$ cat src/rtl/core_mem_arbiter_pkg.sv
`default_nettype none
// ============================================================================
//  Module   : core_mem_arbiter_pkg
//  Purpose  : Shared core bus definitions (address/data/strobe range tops)
//             and the arbiter's state and response-owner encodings.
//  Contents : MEM_ADDR_R, MEM_DATA_R, MEM_STRB_R  - MSB index of each field
//             arb_state_t                         - ARB_IDLE/HOLD_I/HOLD_D
//             arb_owner_t                         - ARB_OWN_I/ARB_OWN_D
//  Revision : 1.0 - initial release
// ============================================================================
package core_mem_arbiter_pkg;

   // Bus field ranges shared across the core (fields are [X_R:0]).
   localparam int MEM_ADDR_R = 31;
   localparam int MEM_DATA_R = 63;
   localparam int MEM_STRB_R = 7;

   typedef enum logic [1:0] {
      ARB_IDLE   = 2'd0,
      ARB_HOLD_I = 2'd1,
      ARB_HOLD_D = 2'd2
   } arb_state_t;

   typedef enum logic {
      ARB_OWN_I = 1'b0,
      ARB_OWN_D = 1'b1
   } arb_owner_t;

endpackage
`default_nettype wire

$ cat src/rtl/core_mem_arbiter.sv
`default_nettype none
// ============================================================================
//  Module   : core_mem_arbiter
//  Purpose  : Two-requester arbiter sharing one memory port between the
//             instruction fetch (imem, read-only) and the LSU (dmem).
//             dmem wins contention unless imem has lost STARVE_LIMIT
//             consecutive cycles. A presented but ungranted request keeps
//             the port until granted or withdrawn. Responses (err) are
//             routed one cycle after acceptance to the accepting owner.
//  Ports    : g_clk, g_resetn                 - clock, async active-low reset
//             imem_req/addr -> gnt/err/rdata  - fetch requester
//             dmem_req/addr/wen/strb/wdata -> gnt/err/rdata - LSU requester
//             mem_req/addr/wen/strb/wdata <- mem_gnt/err/rdata - shared port
//  Revision : 1.0 - initial release
// ============================================================================
module core_mem_arbiter
   import core_mem_arbiter_pkg::*;
#(
   parameter int STARVE_LIMIT = 4
) (
   input  logic                  g_clk,
   input  logic                  g_resetn,
   // Instruction fetch
   input  logic                  imem_req,
   input  logic [MEM_ADDR_R:0]   imem_addr,
   output logic                  imem_gnt,
   output logic                  imem_err,
   output logic [MEM_DATA_R:0]   imem_rdata,
   // LSU
   input  logic                  dmem_req,
   input  logic [MEM_ADDR_R:0]   dmem_addr,
   input  logic                  dmem_wen,
   input  logic [MEM_STRB_R:0]   dmem_strb,
   input  logic [MEM_DATA_R:0]   dmem_wdata,
   output logic                  dmem_gnt,
   output logic                  dmem_err,
   output logic [MEM_DATA_R:0]   dmem_rdata,
   // Shared memory port
   output logic                  mem_req,
   output logic [MEM_ADDR_R:0]   mem_addr,
   output logic                  mem_wen,
   output logic [MEM_STRB_R:0]   mem_strb,
   output logic [MEM_DATA_R:0]   mem_wdata,
   input  logic                  mem_gnt,
   input  logic                  mem_err,
   input  logic [MEM_DATA_R:0]   mem_rdata
);

   localparam int                     STARVE_W   = $clog2(STARVE_LIMIT + 1);
   localparam logic [STARVE_W-1:0]    STARVE_MAX = STARVE_W'(STARVE_LIMIT);

   arb_state_t            state;
   arb_state_t            state_nxt;
   logic                  sel_i;
   logic                  sel_d;
   logic [STARVE_W-1:0]   starve_cnt;
   logic                  rsp_pending;
   arb_owner_t            rsp_owner;
   logic                  accept;

   // ------------------------------------------------------------------------
   // State register
   // ------------------------------------------------------------------------
   always_ff @(posedge g_clk or negedge g_resetn) begin
      if (!g_resetn) begin
         state <= ARB_IDLE;
      end else begin
         state <= state_nxt;
      end
   end

   // ------------------------------------------------------------------------
   // Owner selection and next state
   // ------------------------------------------------------------------------
   always_comb begin
      sel_i     = 1'b0;
      sel_d     = 1'b0;
      state_nxt = ARB_IDLE;
      case (state)
         ARB_HOLD_I: begin
            sel_i = 1'b1;
            // Leave on grant, or if the requester withdraws (no grant given).
            state_nxt = (mem_gnt || !imem_req) ? ARB_IDLE : ARB_HOLD_I;
         end
         ARB_HOLD_D: begin
            sel_d = 1'b1;
            state_nxt = (mem_gnt || !dmem_req) ? ARB_IDLE : ARB_HOLD_D;
         end
         default: begin
            if (dmem_req && imem_req) begin
               if (starve_cnt == STARVE_MAX) begin
                  sel_i = 1'b1;
               end else begin
                  sel_d = 1'b1;
               end
            end else if (dmem_req) begin
               sel_d = 1'b1;
            end else if (imem_req) begin
               sel_i = 1'b1;
            end
            // In IDLE a selection implies the selected side is requesting.
            if (sel_i && !mem_gnt) begin
               state_nxt = ARB_HOLD_I;
            end else if (sel_d && !mem_gnt) begin
               state_nxt = ARB_HOLD_D;
            end
         end
      endcase
   end

   // ------------------------------------------------------------------------
   // Request path: zero-latency combinational mux of the selected payload
   // ------------------------------------------------------------------------
   always_comb begin
      mem_req   = 1'b0;
      mem_addr  = '0;
      mem_wen   = 1'b0;
      mem_strb  = '0;
      mem_wdata = '0;
      if (sel_i) begin
         // Fetches are always full-width reads.
         mem_req   = imem_req;
         mem_addr  = imem_addr;
         mem_strb  = '1;
      end else if (sel_d) begin
         mem_req   = dmem_req;
         mem_addr  = dmem_addr;
         mem_wen   = dmem_wen;
         mem_strb  = dmem_strb;
         mem_wdata = dmem_wdata;
      end
   end

   assign imem_gnt = mem_gnt && sel_i && imem_req;
   assign dmem_gnt = mem_gnt && sel_d && dmem_req;
   assign accept   = imem_gnt || dmem_gnt;

   // ------------------------------------------------------------------------
   // Response routing: remember who was accepted last cycle
   // ------------------------------------------------------------------------
   always_ff @(posedge g_clk or negedge g_resetn) begin
      if (!g_resetn) begin
         rsp_pending <= 1'b0;
         rsp_owner   <= ARB_OWN_D;
      end else begin
         rsp_pending <= accept;
         if (accept) begin
            rsp_owner <= sel_i ? ARB_OWN_I : ARB_OWN_D;
         end
      end
   end

   assign imem_err   = mem_err && rsp_pending && (rsp_owner == ARB_OWN_I);
   assign dmem_err   = mem_err && rsp_pending && (rsp_owner == ARB_OWN_D);
   assign imem_rdata = mem_rdata;
   assign dmem_rdata = mem_rdata;

   // ------------------------------------------------------------------------
   // Fetch starvation counter (saturating)
   // ------------------------------------------------------------------------
   always_ff @(posedge g_clk or negedge g_resetn) begin
      if (!g_resetn) begin
         starve_cnt <= '0;
      end else if (!imem_req || imem_gnt) begin
         starve_cnt <= '0;
      end else if (starve_cnt != STARVE_MAX) begin
         starve_cnt <= starve_cnt + STARVE_W'(1);
      end
   end

endmodule
`default_nettype wire

$ cat config.mk
export PLATFORM = sky130hd
export DESIGN_NAME = core_mem_arbiter
export DESIGN_NICKNAME = d
export VERILOG_FILES = /design/src/rtl/core_mem_arbiter_pkg.sv /design/src/rtl/core_mem_arbiter.sv
export SDC_FILE = /design/constraint.sdc
export NUM_CORES = 1
export LEC_CHECK = 0
export CELL_PAD_IN_SITES_DETAIL_PLACEMENT = 1
export CELL_PAD_IN_SITES_GLOBAL_PLACEMENT = 1
export CORE_AREA = 10 10 167 169
export DETAILED_ROUTE_END_ITERATION = 10
export DIE_AREA = 0 0 177 179
export GPL_TIMING_DRIVEN = 1
export PLACE_DENSITY = 0.83
export SLEW_MARGIN = 20
export SYNTH_ARGS = -nofsm -noshare
export SYNTH_HDL_FRONTEND = slang
export SYNTH_SLANG_ARGS = --single-unit
$ cat constraint.sdc
create_clock -name g_clk -period 2.9 [get_ports g_clk]
set_input_delay 0.58 -clock g_clk [delete_from_list [all_inputs] [get_ports g_clk]]
set_output_delay 0.58 -clock g_clk [all_outputs]
set_load 0.01 [all_outputs]
==> flow_metrics.py <==
metrics = {
    "outcome": {
        "status": "complete, no violations",
    },
    "power_and_ir_drop": {
        "ir_drop_v": 0.000354,
        "swShare": 0.356,
        "powerDensity_nw_per_um2": 319,
        "p_seq_frac": 0.082,
        "p_leak_nw": 2.52,
        "p_int_mw": 1.00,
        "p_clk_frac": 0.152,
        "power_mw": 1.55,
        "power.switching_uw": 553,
        "comb_power_share": 0.766,
    },
    "synthesis": {
        "synth-compound-area-share": 0.0525,
        "syn_area_per_cell_um2": 8.13,
        "yosysTopAreaCellShare": 0.344,
        "synth_cell_type_count": 32,
        "synthAdderAreaFrac": 0.0224,
        "yosys.area_share.xor_xnor": 0.00314,
        "syn_inst": 343,
        "synth_nets": 555,
        "synth_top_family_by_area": "buffers and inverters",
        "yosys_warnings": 0,
        "ys_ff_latch": 7,
        "syn_area_um2": 2790,
        "ys_seq_area_frac": 0.0632,
        "yosys.area.top_type": "buf_4",
        "yosys.area_share.simple": 0.250,
        "synth.area.top_cells": "buf_4 (34%), and3_1 (22%), mux2_4 (18%)",
        "yosys-mux-area-fraction": 0.181,
    },
    "timing": {
        "setup_viol": 0,
        "hold_viol": 0,
        "fmax_mhz": 354,
        "drv_slew": 0,
        "fin_crit_sh": 0.973,
        "rsz0062_at_grt": "yes",
        "skew_ps": 2.58,
        "final.setup.worst_slack_ps": 77.8,
        "period_minus_slack_ps": 2820,
        "tightestPinTransition_ps": 335,
        "tns_ps": 0,
        "fin_hold_ws_ps": 586,
        "slew_headroom": 0.776,
    },
    "grt": {
        "antenna_found_initial": 1,
        "overflow": 0,
        "grt_pass1_wl_um": 19100,
        "grt_pass1_vias": 3077,
        "grt_max_degree": 75,
        "grt_usage": 0.0766,
    },
    "floorplan": {
        "rows": 58,
        "dieHeight_um": 179,
        "core_um2": 24700,
        "pin_count": 445,
        "die_x_um": 177,
        "start_util": 0.113,
        "fp.dieArea_um2": 31700,
    },
    "layout": {
        "final_util": 0.197,
        "drive_gt1_frac": 0.240,
        "nets": 688,
        "fin_area_um2": 4870,
        "syn2layout_area_growth_pct": 74.5,
        "antennaDiodeCount": 0,
        "layoutNonFillerInstCount": 805,
        "mostFrequentLayoutCell": "clkdlybuf4s50_1",
        "layout_common_cells": "clkdlybuf4s50_1 (144), and3_1 (100), dlygate4sd2_1 (50)",
    },
    "routing": {
        "drcViolationCount": 0,
        "drtIter0Drc": 43,
        "num_vias": 2843,
        "avgViaCountPerCell": 3.53,
        "ant_nets": 0,
        "first_pass_iters": 4,
        "drt_wl_total_um": 14200,
        "avgRoutedWirePerCell_um": 17.6,
    },
    "worst_setup_path": {
        "crit_chain": "ha_4 -> mux2i_4 -> a31o_4 -> bufbuf_16 -> mux2_4 -> dlygate4sd2_1",
        "crit_family": "buffers and inverters",
        "cp-start-kind": "register",
        "worst-path-buf-inv": 2,
        "critPathMaxStageDelay_ps": 400,
        "cp_max_fo": 9,
        "cp.arrival_ps": 2240,
        "worst-setup-path-type": "register to output pin",
        "worst_setup_path_end_kind": "output pin",
        "slowest_stage": "dfrtp_1",
        "crit_required_ps": 2320,
    },
    "clocking": {
        "cts_tree": "yes",
        "insertion_delay_ps": 230,
        "cts-buffers-inserted": 3,
        "clkTransAtPathRegs_ps": 40,
        "cts_max_level": 1,
        "clockBufferDepth": 2,
        "clock-sinks": 7,
        "holdBufCountCts": 0,
        "root_buffer": "clkbuf_16",
    },
    "placement": {
        "pre_cts_slack_ps": -368,
        "place_inst": 792,
        "dp_hpwl_um": 11500,
        "numPortBuffers": 252,
        "gp_congestion": 0.760,
        "placed_cell_area_um2": 4780,
    },
    "flow_run": {
        "maxCapViolCount": 0,
    },
    "worst_hold_path": {
        "hp-class": "register to register",
    },
}
[flip-flops by register name, summed over array words and instances, names as in the netlist]
signal,flops
starve_cnt,3
state,2
rsp_owner,1
rsp_pending,1
[cells by family after synthesis]
| family | count (synthesis) |
|---|---|
| AND/OR/NAND/NOR | 114 |
| multiplexers | 34 |
| XOR/XNOR | 1 |
| flip-flops | 7 |
| buffers and inverters | 161 |
| AO/OA/AOI/OAI | 21 |
| adder cells (fa/ha/maj) | 5 |
[final timing paths]
check                                     startpoint                         to  slack (ps)  cells past startpoint
min                        starve_cnt[1]$_DFFE_PN0P_  starve_cnt[1]$_DFFE_PN0P_         590                      2
min reg2reg                starve_cnt[1]$_DFFE_PN0P_  starve_cnt[1]$_DFFE_PN0P_         590                      2
min in group asynchronous                   g_resetn      rsp_pending$_DFF_PN0_         620                      1
max in group asynchronous                   g_resetn      rsp_owner$_DFFE_PN1P_        1990                      1
max                               state[1]$_DFF_PN0_                mem_addr[5]          80                      6
max reg2reg                       state[0]$_DFF_PN0_         state[0]$_DFF_PN0_        1180                      7
[worst reg2reg max path, cell delays in order (launching register included)]
cell     delay, ps
dfrtp_1        380
inv_2           90
ha_4           230
mux2i_4        190
a31o_4         250
buf_12         150
buf_4          150
nor3_1         180
[synthesized netlist by cell type, drive strengths merged]
cell type and number:
and3 100, and2 1, clkbuf 13, a31oi 2, a211oi 1, mux2 33
a221oi 1, nor2b 1, a41oi 1, buf 143, dfrtp 6, a31o 1
nand3 1, dfstp 1, nor3b 1, nand4 1, nand3b 1, inv 5
a21o 8, nor2 2, o211ai 1, nand2 5, nor3 1, ha 5
mux2i 1, xnor2 1, o21ai 4, a21oi 1, a21boi 1
[what timing repair did]
| action | 4_1_cts | 5_1_grt |
|---|---|---|
| gates resized for setup | 190 | 44 |
| setup endpoints to repair | 107 | 63 |
| pin swaps | 1 | 1 |
| cloned | 2 | 0 |
| setup buffers | 6 | 2 |
[cell type report]
type	count	area [um2]
fill	2925	19900
timing repair buffer	284	2710
multi-input combinational	175	1470
tap	330	413
sequential	7	176
clock buffer	4	78.8
inverter	5	18.8
[metal layers]
metal / vias to the layer above / share of wire / track usage
li1: 1308 / - / -
met1: 1296 / 0.36 / 0.0746
met2: 199 / 0.49 / 0.137
met3: 40 / 0.12 / 0.0362
met4: 0 / 0.032 / 0.0308
met5: - / 0 / 0
[power groups by stage]
stage	Combinational, mW	Sequential [mW]	Clock [mW]
after global routing	1.28	0.130	0.245
after floorplan	0.748	0.125	0
after detailed placement	1.26	0.128	0
after global placement	1.24	0.127	0
after CTS	1.24	0.128	0.238
final	1.19	0.127	0.236
No activity file was read; power rests on OpenSTA's default activity.
